File: src/rtl/pc_sequencer.sv
// Fetch program counter with stall, branch, call/return via a circular return-address stack.
// One-cycle latency from request to pc; stall freezes pc, RAS and flags for that edge.
module pc_sequencer #(
    parameter int               WIDTH        = 32,
    parameter int               STEP         = 4,
    parameter logic [WIDTH-1:0] RESET_VECTOR = '0,
    parameter int               RAS_DEPTH    = 4
) (
    input  logic             clk,
    input  logic             rst_n,
    input  logic             stall,
    input  logic             branch_en,
    input  logic             call_en,
    input  logic             ret_en,
    input  logic [WIDTH-1:0] target,
    output logic [WIDTH-1:0] pc,
    output logic             ras_empty,
    output logic             ras_full,
    output logic             ras_overflow,
    output logic             ras_underflow,
    output logic             misaligned
);

    localparam int PTR_W = $clog2(RAS_DEPTH);
    localparam int CNT_W = PTR_W + 1;
    localparam logic [WIDTH-1:0] LOW_MASK = WIDTH'(STEP - 1);
    localparam logic [WIDTH-1:0] STEP_W   = WIDTH'(STEP);
    localparam logic [CNT_W-1:0] CNT_MAX  = CNT_W'(RAS_DEPTH);

    logic [WIDTH-1:0] ras_mem [RAS_DEPTH];
    logic [PTR_W-1:0] ptr;
    logic [PTR_W-1:0] ptr_prev;
    logic [CNT_W-1:0] count;

    logic [WIDTH-1:0] pc_seq;
    logic [WIDTH-1:0] target_aligned;
    logic             target_mis;
    logic             do_branch;
    logic             do_call;
    logic             do_ret;
    logic             do_pop;

    // Priority decode: a masked lower-priority request has no side effect at all.
    always_comb begin
        do_branch = !stall && branch_en;
        do_call   = !stall && !branch_en && call_en;
        do_ret    = !stall && !branch_en && !call_en && ret_en;
        do_pop    = do_ret && (count != '0);
    end

    assign pc_seq         = pc + STEP_W;
    assign target_aligned = target & ~LOW_MASK;
    assign target_mis     = |(target & LOW_MASK);
    assign ptr_prev       = ptr - PTR_W'(1);
    assign ras_empty      = (count == '0);
    assign ras_full       = (count == CNT_MAX);

    always_ff @(posedge clk or negedge rst_n) begin
        if (!rst_n) begin
            pc            <= RESET_VECTOR;
            ptr           <= '0;
            count         <= '0;
            ras_overflow  <= 1'b0;
            ras_underflow <= 1'b0;
            misaligned    <= 1'b0;
        end else if (!stall) begin
            misaligned <= (do_branch || do_call) && target_mis;

            if (do_branch || do_call) begin
                pc <= target_aligned;
            end else if (do_pop) begin
                pc <= ras_mem[ptr_prev];
            end else begin
                pc <= pc_seq;
            end

            // A push into a full stack recycles the oldest slot; count saturates.
            if (do_call) begin
                ptr <= ptr + PTR_W'(1);
                if (ras_full) begin
                    ras_overflow <= 1'b1;
                end else begin
                    count <= count + CNT_W'(1);
                end
            end else if (do_pop) begin
                ptr   <= ptr_prev;
                count <= count - CNT_W'(1);
            end

            if (do_ret && ras_empty) begin
                ras_underflow <= 1'b1;
            end
        end
    end

    always_ff @(posedge clk) begin
        if (do_call) begin
            ras_mem[ptr] <= pc_seq;
        end
    end

endmodule
File: config.mk
export PLATFORM = sky130hd
export DESIGN_NAME = pc_sequencer
export DESIGN_NICKNAME = d
export VERILOG_FILES = /design/src/rtl/pc_sequencer.sv
export SDC_FILE = /design/constraint.sdc
export NUM_CORES = 1
export LEC_CHECK = 0
export CORE_ASPECT_RATIO = 0.5
export CORE_MARGIN = 4
export CORE_UTILIZATION = 40
export DETAILED_ROUTE_END_ITERATION = 12
export PLACE_DENSITY_LB_ADDON = 0.25
export SYNTH_ARGS = -nofsm -noshare
export SYNTH_HDL_FRONTEND = slang
export SYNTH_SLANG_ARGS = --single-unit
export TNS_END_PERCENT = 20
File: constraint.sdc
create_clock -name clk -period 4.6 [get_ports clk]
set_clock_uncertainty 0.15 [all_clocks]
set_input_delay 0.92 -clock clk [delete_from_list [all_inputs] [get_ports clk]]
set_output_delay 0.92 -clock clk [all_outputs]
set_load 0.03 [all_outputs]
==> summary.md, run 1 <==
| Metric | Value |
|---|---|
| Status | `completed` |
| Slew @ Worst Pin | `1030 ps` |
| CTS Sinks | `168` |
| Antenna diode count | `0` |
| Final antenna-violating net count | `0` |
| Total negative setup slack | `0 ps` |
| WP data required | `3530 ps` |
| Flop2flop setup slack | `about 1900 ps` |
| Die H | `104 um` |
| Critical setup path kind | `flip-flop to output port` |
| Total CTS buffers | `17` |
| Critical Path Max Stage Delay | `770 ps` |
| Worst setup SP type | `flip-flop` |
| Yosys Warn Count | `0` |
| Area grow syn2layout | `20.8%` |
| First-pass GRT wire length | `29.2 mm` |
| DP Area | `0.00845 mm2` |
| DR iter-0 viols | `about 370` |
| Crit path DAT | `2150 ps` |
| # H-tree levels | `4` |
| DIE AREA | `0.0210 mm2` |
| Post-CTS setup repair buffer count | `0` |
| Synthesis-stage register bit count | `between 150 and 200` |
| VDD IR max | `0.237 mV` |
| Post-DP HPWL | `11.8 mm` |
| CTS tree | `done` |
| I/O pin count | `75` |
| Asr flop ratio synth | `23.8%` |
| Nets | `around 630` |
| Leakage | `3.09 nW` |
| Initial antenna violation count | `0` |
| CTS Hold Bufs | `0` |
| Initial Utilization | `41.8%` |
| Peak Freq | `0.311 GHz` |
| RR Startpoint | `pc[4]$_DFFE_PN0N_` |
| DRC violations left | `0` |
| Most frequent cells in the layout | `edfxtp_1, clkdlybuf4s50_1, nand2_1, dfrtp_1, mux4_2` |
| Hold Startpoint | `ras_overflow$_DFFE_PN0P_` |
| Max-cap viol count | `0` |
| Drt pass-1 iters | `5` |
| Gr ovfl total | `0` |
| Clock transition at the registers of the reported paths | `60 ps` |
| CORE AREA | `0.0178 mm2` |
| R2R cell count | `4` |
| Mapped Area | `0.00744 mm2` |
| Final estimated routing congestion in global placement | `0.804` |
| End of the worst hold path | `ras_overflow$_DFFE_PN0P_` |
| Post-CTS resize count | `0` |
| Drt via density | `around 5.7` |
| Post-synth net total | `547` |
| Pin count of the biggest net entering global routing | `51` |
| Share of cells above drive strength 1 | `15.2%` |
| Unrepaired setup endpoints after global routing | `no` |
| Routed Wire Length | `18.5 mm` |
| Final Hold Viols | `0` |
| GR Util All Layers | `18.1%` |
| Vias in the first global route | `4850` |
| Clk buf depth | `2` |
| Max Slew Vio Count | `0` |
| Fillers | `1506` |
| Pwr Density | `536 mW/mm2` |
| Mean Syn Cell Area | `~15 um2` |
| WL/cell | `22.3 um` |
| Relative slew slack | `31.3%` |
| Vias after detailed routing | `4750` |
| Main synth FF type | `edfxtp_1` |
| Final Setup Violations | `0` |
| CP max FO | `6` |
| HP Class | `flip-flop to flip-flop` |
| Critical R2R Capture | `ras_mem[2][19]$_DFFE_PP_` |
| Number of enable flip-flop cells after synthesis | `roughly 130` |
| Worst Setup SP | `count[0]$_DFFE_PN0P_` |
| Count of cell types in the netlist | `51` |
| Crit-path cells | `nor3b_1 -> clkdlybuf4s50_1` |
| Hold Path Cell Cnt | `1` |
| FP Rows | `34` |
| Crit-path slowest cell | `clkdlybuf4s50_1` |
| Most common cell after layout, fill and taps aside | `edfxtp_1` |
| Post-route minimum period | `3220 ps` |
| IO buf count | `74` |
| Finished Cell Area | `0.00898 mm2` |
| Fraction of the cycle the final worst path needs | `69.9%` |
| Post-synthesis sequential area ratio | `between 60 and 70%` |
| Clock latency at the later pin of the worst-skew pair | `420 ps` |
| Root Driver | `clkbuf_16` |
| CP endpoint kind | `output port` |
| Chip Width | `201 um` |
| Post-synthesis cell count | `503` |
-- cell usage after synthesis (12+ instances only) --
library cell  number  share of area (%)
o21ai_0           22                1.5
nor2_1            21                1.1
inv_1             15               0.76
nand3_1           16                1.1
edfxtp_1         128                 52
nand2_1           39                2.0
o22ai_1           13                1.1
a21oi_1           20                1.3
clkbuf_1          19               0.96
a22oi_1           12                1.2
xnor2_1           23                2.7
mux4_2            32                9.7
dfrtp_1           40                 13
-- per-layer routing --
metal	global-route usage, %	vias up	routed length (um)
li1	-	2118	-
met1	27.8	2471	8900
met2	26.3	143	8320
met3	4.08	18	1080
met4	3.73	0	182
met5	0	-	0
-- sequential cells by signal, indices dropped and copies added (netlist names) --
name and flops:
ras_overflow 1, ras_mem 128, ras_underflow 1, ptr 2, pc 32, count 3
misaligned 1
-- worst max-delay path: cells and delay by family, from the launching register on --
kind	cells	cell delay, ps
buffers and inverters	1	770
flip-flops	1	470
AND/OR/NAND/NOR	1	490
-- power breakdown --
| part | switching, W | leakage [nW] | internal [W] | total [W] |
|---|---|---|---|---|
| clock | 0.000602 | 0.240 | 0.000697 | 0.00130 |
| sequential | 0.000162 | 1.63 | 0.00184 | 0.00201 |
| combinational | 0.000824 | 1.23 | 0.000688 | 0.00151 |
-- logic make-up (layout without fill, tap and decap cells) --
logic type / after synthesis / count (layout) / share of synthesized area, %
flops: 168 / 168 / 65.1
compound gates: 104 / 104 / 9.33
fa+ha+maj: 6 / 6 / 1.11
xor+xnor: 31 / 31 / 3.65
buf+inv: 42 / 133 / 2.30
mux: 34 / 34 / 9.97
simple gates: 118 / 118 / 8.51
-- per-stage QoR --
| stage | setup WS (ps) | power, W | util (%) | cells | hold slack [ps] |
|---|---|---|---|---|---|
| finish | 1380 | 0.00482 | 50.5 | 828 | 306 |
| global route | 1300 | 0.00504 | 50.5 | 828 | 318 |
| CTS | 1390 | 0.00485 | 50.5 | 828 | 313 |
| detailed placement | 1180 | 0.00356 | 47.5 | 796 | 297 |
| global placement | 1240 | 0.00354 | 47.5 | 796 | 294 |
| floorplan | 1720 | 0.00301 | - | 503 | 348 |
-- layout make-up --
class	instances	area, um2	share of cell area (%)
Sequential cell	168	4850	53.9
Multi-Input combinational cell	293	2430	27.0
Timing Repair Buffer	85	826	9.19
Clock buffer	20	437	4.86
Tap cell	234	293	3.26
Clock inverter	12	93.8	1.04
Inverter	16	60.1	0.669
-- worst max path at each step --
stage | cells after the start | endpoint | slack [ps]
2_1_floorplan | 10 | pc[31]$_DFFE_PN0N_ | 1720
3_3_place_gp | 6 | pc[4]$_DFFE_PN0N_ | 1240
3_5_place_dp | 6 | pc[12]$_DFFE_PN0N_ | 1180
4_1_cts | 2 | ras_full | 1390
5_1_grt | 2 | ras_full | 1300
6_report | 2 | ras_full | 1380
(Power assumes the default switching activity.)
==> run 2, diff against run 1 <==
==> constraint.sdc (replaced) <==
create_clock -name clk -period 2.6 [get_ports clk]
set_clock_uncertainty 0.15 [all_clocks]
set_input_delay 0.52 -clock clk [delete_from_list [all_inputs] [get_ports clk]]
set_output_delay 0.52 -clock clk [all_outputs]
set_load 0.03 [all_outputs]
==> run 2 against run 1 <==
Non-clock buffer count up 41. Sequential power up 74%. Flip-flop and latch count unchanged. Critical endpoint is now pc[12]. Largest cell class unchanged. Largest power group unchanged.
==> summary.md, run 2 (synthesized netlist as in run 1, its figures left out) <==
| Metric | Value |
|---|---|
| Pin count of the biggest net entering global routing | `42 (was 51)` |
| Max-cap viol count | `0 (unchanged)` |
| Total CTS buffers | `17 (unchanged)` |
| HP Class | `flip-flop to flip-flop (unchanged)` |
| Max Slew Vio Count | `0 (unchanged)` |
| Pwr Density | `958 mW/mm2 (was 536 mW/mm2)` |
| Vias after detailed routing | `4896 (was 4750)` |
| Chip Width | `201 um (unchanged)` |
| Antenna diode count | `0 (unchanged)` |
| Die H | `104 um (unchanged)` |
| Clock transition at the registers of the reported paths | `70 ps (was 60 ps)` |
| Gr ovfl total | `0 (unchanged)` |
| DR iter-0 viols | `516 (was 365)` |
| DRC violations left | `0 (unchanged)` |
| R2R cell count | `7 (was 4)` |
| Most frequent cells in the layout | `edfxtp_1, clkdlybuf4s50_1, buf_4 (was edfxtp_1, clkdlybuf4s50_1, nand2_1, dfrtp_1, mux4_2)` |
| VDD IR max | `0.476 mV (was 0.237 mV)` |
| Area grow syn2layout | `27.2% (was 20.8%)` |
| Critical R2R Capture | `pc[16]$_DFFE_PN0N_ (was ras_mem[2][19]$_DFFE_PP_)` |
| Crit path DAT | `1700 ps (was 2150 ps)` |
| IO buf count | `74 (unchanged)` |
| Fraction of the cycle the final worst path needs | `91.0%` |
| Final Hold Viols | `0 (unchanged)` |
| Drt pass-1 iters | `5 (unchanged)` |
| Crit-path cells | `buf_4 -> clkdlybuf4s50_1 (was nor3b_1 -> clkdlybuf4s50_1)` |
| FP Rows | `34 (unchanged)` |
| WL/cell | `21.7 um (was 22.3 um)` |
| Post-DP HPWL | `12.7 mm (was 11.8 mm)` |
| CTS Sinks | `168 (unchanged)` |
| Top Registers | `ras_mem (128), pc (32), count (3) (unchanged)` |
| Initial antenna violation count | `0 (unchanged)` |
| Multi-input logic area | `0.00243 mm2 (unchanged)` |
| Most common cell after layout, fill and taps aside | `edfxtp_1 (unchanged)` |
| Final antenna-violating net count | `0 (unchanged)` |
| Drt via density | `5.63 (was 5.74)` |
| Routed Wire Length | `18.8 mm (was 18.5 mm)` |
| Critical Path Sink | `pc[12] (was ras_full)` |
| CP max FO | `5 (was 6)` |
| DIE AREA | `0.0210 mm2 (unchanged)` |
| CTS tree | `done (unchanged)` |
| Total negative setup slack | `0 ps (unchanged)` |
| # H-tree levels | `4 (unchanged)` |
| Vias in the first global route | `4867 (was 4850)` |
| First-pass GRT wire length | `29.8 mm (was 29.2 mm)` |
| Final estimated routing congestion in global placement | `0.811 (was 0.804)` |
| Nets | `666 (was 625)` |
| WP data required | `1930 ps (was 3530 ps)` |
| I/O pin count | `75 (unchanged)` |
| Initial Utilization | `41.8% (unchanged)` |
| Unrepaired setup endpoints after global routing | `no (unchanged)` |
| Crit-path slowest cell | `clkdlybuf4s50_1 (unchanged)` |
| Most flops, register | `ras_mem (unchanged)` |
| Critical setup path kind | `flip-flop to output port (unchanged)` |
| Sequential cell area | `0.00485 mm2 (unchanged)` |
| RR Startpoint | `pc[3]$_DFFE_PN0N_ (was pc[4]$_DFFE_PN0N_)` |
| Final Setup Violations | `0 (unchanged)` |
| Leakage | `3.39 nW (was 3.09 nW)` |
| Post-route minimum period | `2370 ps` |
| CORE AREA | `0.0178 mm2 (unchanged)` |
| Placed insts | `836 (was 796)` |
| Clock latency at the later pin of the worst-skew pair | `420 ps (about the same)` |
| GR Util All Layers | `18.5% (was 18.1%)` |
| Relative slew slack | `55.8% (was 31.3%)` |
| Max FFs per register | `128 (unchanged)` |
| Root Driver | `clkbuf_16 (unchanged)` |
| Fin cells | `869 (was 828)` |
| Share of cells above drive strength 1 | `20.6% (was 15.2%)` |
| Worst setup SP type | `flip-flop (unchanged)` |
| Critical Path Max Stage Delay | `670 ps (was 770 ps)` |
| Flop2flop setup slack | `260 ps (was 1860 ps)` |
| Clk buf depth | `2 (unchanged)` |
| Slew @ Worst Pin | `660 ps (was 1030 ps)` |
| Fillers | `1441 (was 1506)` |
| Status | `completed (unchanged)` |
| Worst Setup SP | `pc[12]$_DFFE_PN0N_ (was count[0]$_DFFE_PN0P_)` |
| Peak Freq | `0.423 GHz` |
| CP endpoint kind | `output port (unchanged)` |
run 2: how the worst min path moves through the flow:
stage | startpoint | to | slack (ps) | cells past startpoint
2_1_floorplan | rst_n | count[0]$_DFFE_PN0P_ | 70 | 0
3_5_place_dp | rst_n | pc[0]$_DFFE_PN0P_ | 280 | 1
4_1_cts | ras_overflow$_DFFE_PN0P_ | ras_overflow$_DFFE_PN0P_ | 320 | 1
3_3_place_gp | rst_n | pc[0]$_DFFE_PN0P_ | 280 | 1
6_report | ras_overflow$_DFFE_PN0P_ | ras_overflow$_DFFE_PN0P_ | 320 | 1
5_1_grt | stall | pc[16]$_DFFE_PN0N_ | 340 | 2
run 2: per-stage QoR:
step,total power [W],worst slack [ps],hold slack (ps),area [um2],util (%)
2_1_floorplan,0.00535,92.2,74.4,7450,-
3_3_place_gp,0.00642,52.4,280,8830,49.6
3_5_place_dp,0.00645,54.9,284,8830,49.6
4_1_cts,0.00913,15.1,317,9460,53.2
5_1_grt,0.00949,66.1,337,9470,53.2
6_report,0.00907,234,317,9470,53.2
run 2: area by class of cell:
type                            instances  share of cell area, %
Clock buffer                           19                   4.57
Timing Repair Buffer                  126                   12.8
Tap cell                              234                   3.09
Sequential cell                       168                   51.2
Inverter                               16                  0.635
Multi-Input combinational cell        293                   25.7
Clock inverter                         13                   2.04
run 2: worst max-delay path: cells and delay by family (launching register included):
kind     cells  cell delay (ps)
flops        1              420
buf+inv      2              860
run 2: timing repair:
action / in CTS / in global routing
hold buffers: 1 / 0
buffers inserted: 0 / 0
endpoints found under the setup margin: 1 / 1
hold endpoints to repair: 10 / 0
gates resized for setup: 1 / 1
run 2: power breakdown:
| group | internal [W] | switching, W | total (W) | leakage, nW |
|---|---|---|---|---|
| logic | 0.00134 | 0.00152 | 0.00287 | 1.47 |
| registers | 0.00326 | 0.000240 | 0.00350 | 1.63 |
| clock network | 0.00162 | 0.00108 | 0.00270 | 0.299 |
| total | 0.00623 | 0.00284 | 0.00907 | 3.39 |
run 2: per-layer routing:
layer | vias up | global-route usage (%) | routed length, um
met3 | 17 | 3.68 | 954
li1 | 2206 | - | -
met2 | 161 | 28.4 | 8710
met1 | 2512 | 27.7 | 9000
met4 | 0 | 3.48 | 159
met5 | - | 0 | 0
